===== config.mk =====
export PLATFORM = sky130hd
export DESIGN_NAME = seq_serializer_flat
export DESIGN_NICKNAME = d
export VERILOG_FILES = /design/src/rtl/seq_serializer_if.sv /design/src/rtl/seq_serializer.sv /design/src/flat_wrapper.sv
export SDC_FILE = /design/constraint.sdc
export NUM_CORES = 1
export LEC_CHECK = 0
export CELL_PAD_IN_SITES_DETAIL_PLACEMENT = 1
export CELL_PAD_IN_SITES_GLOBAL_PLACEMENT = 1
export CORE_UTILIZATION = 25
export DETAILED_ROUTE_END_ITERATION = 10
export GPL_ROUTABILITY_DRIVEN = 0
export PLACE_DENSITY_LB_ADDON = 0.1
export SLEW_MARGIN = 20
export SYNTH_ARGS = -nofsm -noshare
export SYNTH_HDL_FRONTEND = slang
export SYNTH_SLANG_ARGS = --single-unit

===== constraint.sdc =====
create_clock -name clk -period 3.35 [get_ports clk]
set_input_delay 0.8375 -clock clk [delete_from_list [all_inputs] [get_ports clk]]
set_output_delay 0.8375 -clock clk [all_outputs]
set_load 0.05 [all_outputs]

===== src/rtl/seq_serializer_if.sv =====
// Word-in / bit-out bundle between a parallel source, the serializer and the
// downstream sequence detector.
interface seq_serializer_if #(
    parameter int WIDTH = 8
);
    localparam int CW = (WIDTH > 1) ? $clog2(WIDTH) : 1;

    // Handshake: a word transfers on a rising edge where data_valid && data_ready.
    // data_valid may drop without a transfer; data_in is ignored unless it transfers.
    logic [WIDTH-1:0] data_in;
    logic             data_valid;
    logic             data_ready;
    logic             shift_en;
    logic             seq_out;
    logic             seq_valid;
    logic             word_done;
    logic             busy;
    logic [CW-1:0]    bit_cnt;

    modport master (
        output data_in, data_valid, shift_en,
        input  data_ready, seq_out, seq_valid, word_done, busy, bit_cnt
    );

    modport slave (
        input  data_in, data_valid, shift_en,
        output data_ready, seq_out, seq_valid, word_done, busy, bit_cnt
    );
endinterface


===== src/rtl/seq_serializer.sv =====
// Parallel-to-serial stage with one word of look-ahead buffering, so that
// back-to-back words leave as a gap-free bit stream.
module seq_serializer #(
    parameter int   WIDTH     = 8,
    parameter int   MSB_FIRST = 1,
    parameter logic IDLE_BIT  = 1'b0
) (
    input  logic                 clk,
    input  logic                 rst_n,
    seq_serializer_if.slave      bus,
    output logic                 dbg_state
);
    localparam int CW = (WIDTH > 1) ? $clog2(WIDTH) : 1;
    localparam logic [CW-1:0] LAST_IDX = CW'(WIDTH - 1);

    typedef enum logic {
        S_IDLE  = 1'b0,
        S_SHIFT = 1'b1
    } state_t;

    state_t           state_q, state_d;
    logic [WIDTH-1:0] sreg_q, sreg_d;
    logic [WIDTH-1:0] hold_q, hold_d;
    logic             hold_full_q, hold_full_d;
    logic [CW-1:0]    cnt_q, cnt_d;

    logic             accept;
    logic             last_bit;
    logic [WIDTH-1:0] sreg_shifted;

    assign accept   = bus.data_valid && !hold_full_q;
    assign last_bit = (cnt_q == LAST_IDX);

    // Shift toward whichever end feeds seq_out.
    always_comb begin
        sreg_shifted = sreg_q;
        if (MSB_FIRST != 0) begin
            sreg_shifted = {sreg_q[WIDTH-2:0], 1'b0};
        end else begin
            sreg_shifted = {1'b0, sreg_q[WIDTH-1:1]};
        end
    end

    always_comb begin
        state_d     = state_q;
        sreg_d      = sreg_q;
        hold_d      = hold_q;
        hold_full_d = hold_full_q;
        cnt_d       = cnt_q;

        case (state_q)
            S_IDLE: begin
                // Hold is always empty here, so a new word goes straight to sreg.
                if (accept) begin
                    sreg_d  = bus.data_in;
                    cnt_d   = '0;
                    state_d = S_SHIFT;
                end
            end

            S_SHIFT: begin
                if (bus.shift_en && last_bit) begin
                    cnt_d = '0;
                    if (hold_full_q) begin
                        sreg_d      = hold_q;
                        hold_full_d = 1'b0;
                    end else if (accept) begin
                        sreg_d = bus.data_in;
                    end else begin
                        state_d = S_IDLE;
                    end
                end else begin
                    if (bus.shift_en) begin
                        sreg_d = sreg_shifted;
                        cnt_d  = cnt_q + CW'(1);
                    end
                    if (accept) begin
                        hold_d      = bus.data_in;
                        hold_full_d = 1'b1;
                    end
                end
            end

            default: begin
                state_d = S_IDLE;
            end
        endcase
    end

    always_ff @(posedge clk or negedge rst_n) begin
        if (!rst_n) begin
            state_q     <= S_IDLE;
            sreg_q      <= '0;
            hold_q      <= '0;
            hold_full_q <= 1'b0;
            cnt_q       <= '0;
        end else begin
            state_q     <= state_d;
            sreg_q      <= sreg_d;
            hold_q      <= hold_d;
            hold_full_q <= hold_full_d;
            cnt_q       <= cnt_d;
        end
    end

    logic out_bit;
    assign out_bit = (MSB_FIRST != 0) ? sreg_q[WIDTH-1] : sreg_q[0];

    assign bus.data_ready = !hold_full_q;
    assign bus.seq_out    = (state_q == S_SHIFT) ? out_bit : IDLE_BIT;
    assign bus.seq_valid  = (state_q == S_SHIFT) && bus.shift_en;
    assign bus.word_done  = (state_q == S_SHIFT) && bus.shift_en && last_bit;
    assign bus.busy       = (state_q == S_SHIFT) || hold_full_q;
    assign bus.bit_cnt    = cnt_q;
    assign dbg_state      = state_q;
endmodule


===== src/flat_wrapper.sv =====
// flat-port wrapper written by rule: the top's interface ports become plain ports
module seq_serializer_flat 
#(
    parameter int   WIDTH     = 8,
    parameter int   MSB_FIRST = 1,
    parameter logic IDLE_BIT  = 1'b0
)
  (clk, rst_n, dbg_state, bus_data_in, bus_data_valid, bus_shift_en, bus_data_ready, bus_seq_out, bus_seq_valid, bus_word_done, bus_busy, bus_bit_cnt);
  seq_serializer_if #(.WIDTH(WIDTH)) bus_i ();
  input  logic clk;
  input  logic rst_n;
  output logic dbg_state;
  input wire logic [$bits(bus_i.data_in)-1:0] bus_data_in;
  input wire logic [$bits(bus_i.data_valid)-1:0] bus_data_valid;
  input wire logic [$bits(bus_i.shift_en)-1:0] bus_shift_en;
  output wire logic [$bits(bus_i.data_ready)-1:0] bus_data_ready;
  output wire logic [$bits(bus_i.seq_out)-1:0] bus_seq_out;
  output wire logic [$bits(bus_i.seq_valid)-1:0] bus_seq_valid;
  output wire logic [$bits(bus_i.word_done)-1:0] bus_word_done;
  output wire logic [$bits(bus_i.busy)-1:0] bus_busy;
  output wire logic [$bits(bus_i.bit_cnt)-1:0] bus_bit_cnt;
  assign bus_i.data_in = bus_data_in;
  assign bus_i.data_valid = bus_data_valid;
  assign bus_i.shift_en = bus_shift_en;
  assign bus_data_ready = bus_i.data_ready;
  assign bus_seq_out = bus_i.seq_out;
  assign bus_seq_valid = bus_i.seq_valid;
  assign bus_word_done = bus_i.word_done;
  assign bus_busy = bus_i.busy;
  assign bus_bit_cnt = bus_i.bit_cnt;
  seq_serializer #(.WIDTH(WIDTH), .MSB_FIRST(MSB_FIRST), .IDLE_BIT(IDLE_BIT)) u_core (.clk(clk), .rst_n(rst_n), .bus(bus_i), .dbg_state(dbg_state));
endmodule

======== Word-level counts from Yosys, hierarchy flattened ========
Index checks and enable logic that the tools add are counted.
word-level totals
  bits in registers ....................... 21
  latch bits .............................. 0
  RAM bits ................................ 0
  bits in read-only memories .............. 0
  input port bits ......................... 12
  output and inout port bits .............. 9
  word-level logic and storage cells ...... 37
  memories ................................ 0
cells by class
  $add $sub $neg .......................... 1
  multipliers ............................. 0
  div/mod/pow operators ................... 0
  order comparisons ....................... 0
  equality and inequality tests ........... 3
  shift-type cells ........................ 0
  mux-type cells .......................... 16
  bitwise gates (word level) .............. 2
  reductions and logical operators ........ 10
operators by type and width
  kind                                                    number
  2-to-1 mux 8 bit                                        4
  one-hot mux 8 bit (2 select lines)                      1
  2-to-1 mux 3 bit                                        3
  2-to-1 mux 1 bit                                        6
  one-hot mux 3 bit (2 select lines)                      1
  logical AND 1 bit                                       4
  AND reduction 2 bit                                     2
  adder 3 x 1 -> 3 bit (second input constant)            1
  == test 3 bit (second input constant)                   1
  inequality test 3 bit (second input constant)           1
  AND reduction 3 bit                                     1
  inequality test 2 x 1 -> 1 bit (second input constant)  1
  NOT 1 bit                                               2
  one-hot mux 1 bit (2 select lines)                      1
  nonzero test 2 bit                                      1
  zero test 1 bit                                         1
  logical OR 1 bit                                        1

======== Logic depth before layout (Yosys ltp) ========
Gate-level depths: netlist of the first run.
  word-level depth ........................ 6
  gate-level depth with buffers ........... 8
  mapped depth without buffers ............ 6

======== Least setup slack after synthesis of the first run ========
Ideal clock, no wire load.
  path kind ............................... reg-to-output
  start point ............................. register u_core.cnt_q[0], in the netlist u_core.bus.bit_cnt[0]
  end point ............................... output bus_word_done
  arrival ................................. 1818 ps
  slack ................................... 695 ps
  cell stages (with the launch flop) ...... 6
  cell sequence ........................... dfrtp_1 -> ha_1 -> ha_1 -> buf_2 -> buf_2 -> and3_1
on the way
  word-level cells in the longest chain between the ends .. 2
RTL lines
  element                 line                   source
  from (decl)             seq_serializer.sv:25   logic [CW-1:0] cnt_q, cnt_d;
  from (signal assigned)  seq_serializer.sv:102  cnt_q <= cnt_d;
  == test 3 bit           seq_serializer.sv:32   assign last_bit = (cnt_q == LAST_IDX);
  logical AND 1 bit       seq_serializer.sv:112  assign bus.word_done = (state_q == S_SHIFT) && bus.shift_en && last_bit;
  to (decl)               flat_wrapper.sv:19     output wire logic [$bits(bus_i.word_done)-1:0] bus_word_done;
Every way passes these cells.

======== Worst setup path in the final report of the first run ========
  start point ............................. register u_core.state_q, in the netlist u_core.dbg_state
  end point ............................... output bus_seq_out
on the way
  word-level cells in the longest chain between the ends .. 1
RTL lines
  element                 line                   source
  from (decl)             seq_serializer.sv:21   state_t state_q, state_d;
  from (signal assigned)  seq_serializer.sv:98   state_q <= state_d;
  2-to-1 mux 1 bit        seq_serializer.sv:110  assign bus.seq_out = (state_q == S_SHIFT) ? out_bit : IDLE_BIT;
  to (decl)               flat_wrapper.sv:17     output wire logic [$bits(bus_i.seq_out)-1:0] bus_seq_out;
Every way passes these cells.

==> reports/metrics.yaml, run 1 <==
critical_path:
  r2r_end: "u_core.sreg_q[0]"
  reg2reg_depth: 6
  path_cells: "and2_1, clkdlybuf4s50_1"
  cp_slowest_stage_delay_ns: 0.79
  cp_slowest_cell: "clkdlybuf4s50_1"
  rr_startpoint: "u_core.bus.bit_cnt[0]"
  path_max_fanout: 15
  arrival_ns: 1.90
  criticalPathCategory: "reg2out"
  r2r_slack_ns: 1.19
  cp-end-kind: "output port"
  worst_ep_required_time_ns: 2.51
  startpoint_type: "flip-flop"
routing:
  drt-pass1-iter-count: 4
  post_drt_via_cell_ratio: 4.93
  drc: 0
  wire_per_inst_um: 15.8
  ant_nets: 0
  vias: 1040
  wl_um: 3330
  drtIter0Drc: 40
synthesis:
  syn_avg_cell_area_sq_um: 10.2
  syn_area_sq_um: 1280
  synth_top_area_share_pct: 41.2
  synth_area_leaders: "dfrtp_1 41%, mux2i_1 11%, mux2_2 7.1%"
  synth_common_cells: "21 x dfrtp_1, 14 x mux2i_1, 12 x o21ai_0, 9 x nand2b_1"
  synth-seq-cells: 21
  yosysWarnings: 0
  synth_nets: 139
  synth_ff_type: "dfrtp_1"
  synthDistinctLibCells: 29
  synthCells: 125
  yosys.area.top_type: "dfrtp_1"
  async_flop_share_pct: 100
  yosysMostFrequentCell: "dfrtp_1"
  ys_seq_area_share_pct: 41.2
  synth_edf_count: 0
timing:
  fin_skew_ns: 0.00312
  tns_ns: 0
  setup_violations: 0
  post-route-period-util_pct: 81.7
  hold_violations: 0
  setup_ws_ns: 0.612
  rsz0062_at_grt: "no"
  max_freq_ghz: 0.365
  worstMarginPinSlew_ns: 0.503
  relSlewSlack_pct: 66.3
  final_max_slew_viol_count: 0
  period_needed_ns: 2.74
clock_network:
  cts_resized: 0
  cts_setup_buffers: 0
  clockBufferDepth: 2
  cts-buffers-inserted: 3
  root_buffer: "clkbuf_8"
  htreeDepth: 1
  cts_hold_buffers: 0
  clk_pin_slew_ns: 0.09
  cts_tree: "yes"
  cts.sinks: 21
  clk_latency_ns: 0.26
final_layout:
  finalNonFillerCells: 211
  fin_nets: 159
  stdcell_area_sq_um: 1610
  area_growth_pct: 25.8
  fin_util_pct: 33.3
  final_layout_size_suffix_gt1_share_pct: 15.3
  diodes: 0
global_route:
  grt_pass1_vias: 1076
  grt_max_degree: 22
  grt_pass1_wl_um: 5640
  grt_antenna_before_repair: 0
  grt_overflow: 0
  track_usage_pct: 14.1
floorplanning:
  fp.coreArea_sq_um: 4820
  die_w_um: 73.5
  num_rows: 25
  die_area_sq_um: 5390
  io_pins: 21
  die_h_um: 73.5
  initial_core_util_pct: 26.5
hold_path:
  min_path_type: "reg2reg"
  hp-start: "u_core.hold_q[4]"
  min_to: "u_core.hold_q[4]"
  min_path_cells: 1
placement:
  pre_cts_ws_ns: 0.656
  dp_hpwl_um: 2300
  place_inst: 207
  io_buffers: 20
  place_area_sq_um: 1560
flow_run:
  max-cap-violations: 0
run_status:
  outcome: "finished, final reports clean"
power:
  ir_drop_v: 0.000259
  leakagePower_nw: 0.639
  power.density_nw_per_um2: 839
-- worst max-delay path: cells and delay by family (launching register included) --
family | cells | cell delay (ns)
buffers and inverters | 1 | 0.79
DFF | 1 | 0.64
and+or+nand+nor | 1 | 0.20
-- flip-flops by register name, indices dropped and copies added (netlist names) --
| signal | cells |
|---|---|
| u_core.bus.bit_cnt | 3 |
| u_core.dbg_state | 1 |
| u_core.hold_full_q | 1 |
| u_core.hold_q | 8 |
| u_core.sreg_q | 8 |
-- where the power goes --
part / leakage (nW) / switching (mW) / total (mW) / internal, mW
clock: 0.0228 / 0.0929 / 0.178 / 0.0850
sequential: 0.249 / 0.124 / 0.501 / 0.377
combinational: 0.367 / 0.373 / 0.668 / 0.295
total: 0.639 / 0.589 / 1.35 / 0.757
-- layer usage --
metal / routed length [um] / track usage (%) / vias up
li1: - / - / 499
met1: 1630 / 19.0 / 522
met2: 1570 / 23.0 / 15
met3: 76 / 1.65 / 4
met4: 41 / 5.13 / 0
met5: 0 / 0 / -
-- metrics by stage --
| step | hold WS [ns] | power, mW |
|---|---|---|
| 2_1_floorplan | 0.480 | 0.965 |
| 3_3_place_gp | 0.493 | 1.17 |
| 3_5_place_dp | 0.497 | 1.19 |
| 4_1_cts | 0.517 | 1.36 |
| 5_1_grt | 0.535 | 1.45 |
| 6_report | 0.513 | 1.35 |
-- area by class of cell --
type | instances | area, sq um
Fill cell | 577 | 3210
Sequential cell | 21 | 526
Timing Repair Buffer | 26 | 265
Tap cell | 67 | 83.8
Inverter | 4 | 15.0
Clock buffer | 4 | 45.0
Multi-Input combinational cell | 89 | 671
-- cells in the final DEF (no fill, tap or decap), types with 3 or more instances in the layout --
cell	Yosys	routed
clkbuf_8	0	3
mux2i_1	14	14
buf_4	1	6
clkdlybuf4s50_1	0	18
inv_1	4	4
nand2b_1	9	9
o21ai_0	12	12
nand2_1	6	6
nand3_1	8	8
dfrtp_1	21	21
o2111ai_1	7	7
o211ai_1	8	8
mux2_2	8	8
-- how the worst max path moves through the flow --
stage	slack (ns)	endpoint	start
floorplan	0.69	bus_word_done	u_core.bus.bit_cnt[0]
global placement	0.66	bus_seq_valid	bus_shift_en
detailed placement	0.66	bus_seq_valid	bus_shift_en
CTS	0.59	bus_seq_out	u_core.dbg_state
global route	0.51	bus_seq_out	u_core.dbg_state
finish	0.61	bus_seq_out	u_core.dbg_state
-- logic make-up (layout without fill, tap and decap cells) --
family                   Yosys count  count (layout)  synth area share (%)
adder cells (fa/ha/maj)            2               2                  1.96
flip-flops                        21              21                  41.2
AO/OA/AOI/OAI                     31              31                  16.4
multiplexers                      22              22                  18.0
buffers and inverters             15              34                  6.27
AND/OR/NAND/NOR                   34              34                  16.2
No activity file was read; power rests on OpenSTA's default activity.
==> run 2, diff against run 1 <==
==> constraint.sdc (replaced) <==
create_clock -name clk -period 2.7 [get_ports clk]
set_input_delay 0.675 -clock clk [delete_from_list [all_inputs] [get_ports clk]]
set_output_delay 0.675 -clock clk [all_outputs]
set_load 0.05 [all_outputs]
==> reports/metrics.yaml, run 2 (synthesized netlist as in run 1, its figures left out) <==
run_status:
  outcome: "finished, final reports clean"
clock_network:
  cts_hold_buffers: 0  # unchanged
  cts_setup_buffers: 0  # unchanged
  cts_resized: 0  # unchanged
  clk_latency_ns: 0.26  # about the same
  clockBufferDepth: 2  # unchanged
  cts_tree: "yes"
  clk_pin_slew_ns: 0.08  # about the same
  root_buffer: "clkbuf_8"
  cts-buffers-inserted: 3  # unchanged
  htreeDepth: 1  # unchanged
  cts.sinks: 21  # unchanged
power:
  ir_drop_v: 0.000275  # +6.0%
  fin_total_pwr_mw: 1.67  # +24%
  power.density_nw_per_um2: 1030  # +23%
  leakagePower_nw: 0.654  # +2.4%
hold_path:
  min_path_type: "reg2reg"
global_route:
  grt_antenna_before_repair: 0  # unchanged
  grt_max_degree: 22  # unchanged
  grt_pass1_wl_um: 5600  # -0.74%
  track_usage_pct: 13.9  # -0.17 points
  grt_pass1_vias: 1150  # +6.9%
  grt_overflow: 0  # unchanged
routing:
  ant_nets: 0  # unchanged
  drc: 0  # unchanged
  drt-pass1-iter-count: 7  # +3
  wl_um: 3360  # +0.93%
  vias: 1062  # +2.1%
  wire_per_inst_um: 15.7  # -0.48%
  drtIter0Drc: 34  # -15%
  post_drt_via_cell_ratio: 4.96  # +0.68%
timing:
  hold_violations: 0  # unchanged
  setup_violations: 0  # unchanged
  final_max_slew_viol_count: 0  # unchanged
  period_needed_ns: 2.34
  worstMarginPinSlew_ns: 0.495  # -0.00786 ns
  rsz0062_at_grt: "no"
  max_freq_ghz: 0.427
  fin_skew_ns: 0.00306  # -0.0000605 ns
  post-route-period-util_pct: 86.7
  relSlewSlack_pct: 66.9  # +0.53 points
  tns_ns: 0  # unchanged
final_layout:
  fillers: 572  # -0.87%
  area_growth_pct: 27.0
  diodes: 0  # unchanged
  multi_input_area_sq_um: 671  # unchanged
  final_common_cell: "dfrtp_1"
  finalNonFillerCells: 214  # +1.4%
  final-seq-area_sq_um: 526  # unchanged
  fin_nets: 162  # +1.9%
  final_cell_mix: "21 x dfrtp_1, 15 x clkdlybuf4s50_1, 14 x mux2i_1"
  final_layout_size_suffix_gt1_share_pct: 19.0  # +3.8 points
critical_path:
  cp-end-kind: "output port"
  r2r_slack_ns: 0.96  # -0.23 ns
  cp_slowest_stage_delay_ns: 0.57  # -0.22 ns
  criticalPathCategory: "in2out"
  crit_family: "buffers and inverters"
  cp_slowest_cell: "clkdlybuf4s50_1"
  arrival_ns: 1.67  # -0.23 ns
  path_cells: "clkdlybuf4s50_1, and3_1, buf_12"
  path_buf_inv: 2  # +1
  path_max_fanout: 5  # -10
  worst_ep_required_time_ns: 2.03  # -0.48 ns
  startpoint_type: "input pin"
floorplanning:
  die_area_sq_um: 5390  # unchanged
  initial_core_util_pct: 26.5  # unchanged
  die_h_um: 73.5  # unchanged
  fp.coreArea_sq_um: 4820  # unchanged
  num_rows: 25  # unchanged
  die_w_um: 73.5  # unchanged
  io_pins: 21  # unchanged
placement:
  place_inst: 210  # +1.4%
  io_buffers: 20  # unchanged
  dp_hpwl_um: 2390  # +3.9%
flow_run:
  max-cap-violations: 0  # unchanged
run 2: cell count changes in the layout (fill, tap and decap cells not counted), sizes merged:
| cell | delta |
|---|---|
| clkdlybuf4s50 | -3 |
| buf | +6 |
run 2: worst paths after layout:
check                                      start                     to  cells after the start
max                                 bus_shift_en          bus_word_done                      3
min                             u_core.hold_q[7]       u_core.hold_q[7]                      1
max reg2reg                u_core.bus.bit_cnt[0]       u_core.sreg_q[1]                      8
min reg2reg                     u_core.hold_q[7]       u_core.hold_q[7]                      1
max in group asynchronous                  rst_n       u_core.hold_q[1]                      2
min in group asynchronous                  rst_n  u_core.bus.bit_cnt[1]                      2
run 2: area by class of cell:
| cell class | instances | area share (%) |
|---|---|---|
| multi-input cells | 89 | 41.4 |
| flip-flops and latches | 21 | 32.4 |
| repair buffers | 29 | 17.3 |
| well taps | 67 | 5.17 |
| clock buffers | 4 | 2.78 |
| inverters | 4 | 0.927 |
run 2: power breakdown:
group	internal, mW	switching [mW]
Clock	0.105	0.106
Sequential	0.468	0.130
Combinational	0.367	0.490
Total	0.941	0.726
run 2: stage by stage:
stage	hold WS, ns	setup slack, ns	utilization (%)	cell area, sq um
after floorplan	0.379	0.207	-	1280
after global placement	0.491	0.345	32.7	1580
after detailed placement	0.497	0.343	32.7	1580
after CTS	0.518	0.340	33.6	1620
after global routing	0.540	0.281	33.6	1620
final	0.511	0.359	33.6	1620
run 2: metal layers:
| layer | vias up | share of wire (%) | track usage (%) |
|---|---|---|---|
| met1 | 542 | 47 | 16.9 |
| met5 | - | 0 | 0 |
| met3 | 2 | 2.4 | 2.19 |
| met4 | 0 | 0.69 | 5.77 |
| met2 | 15 | 50 | 24.3 |
| li1 | 503 | - | - |
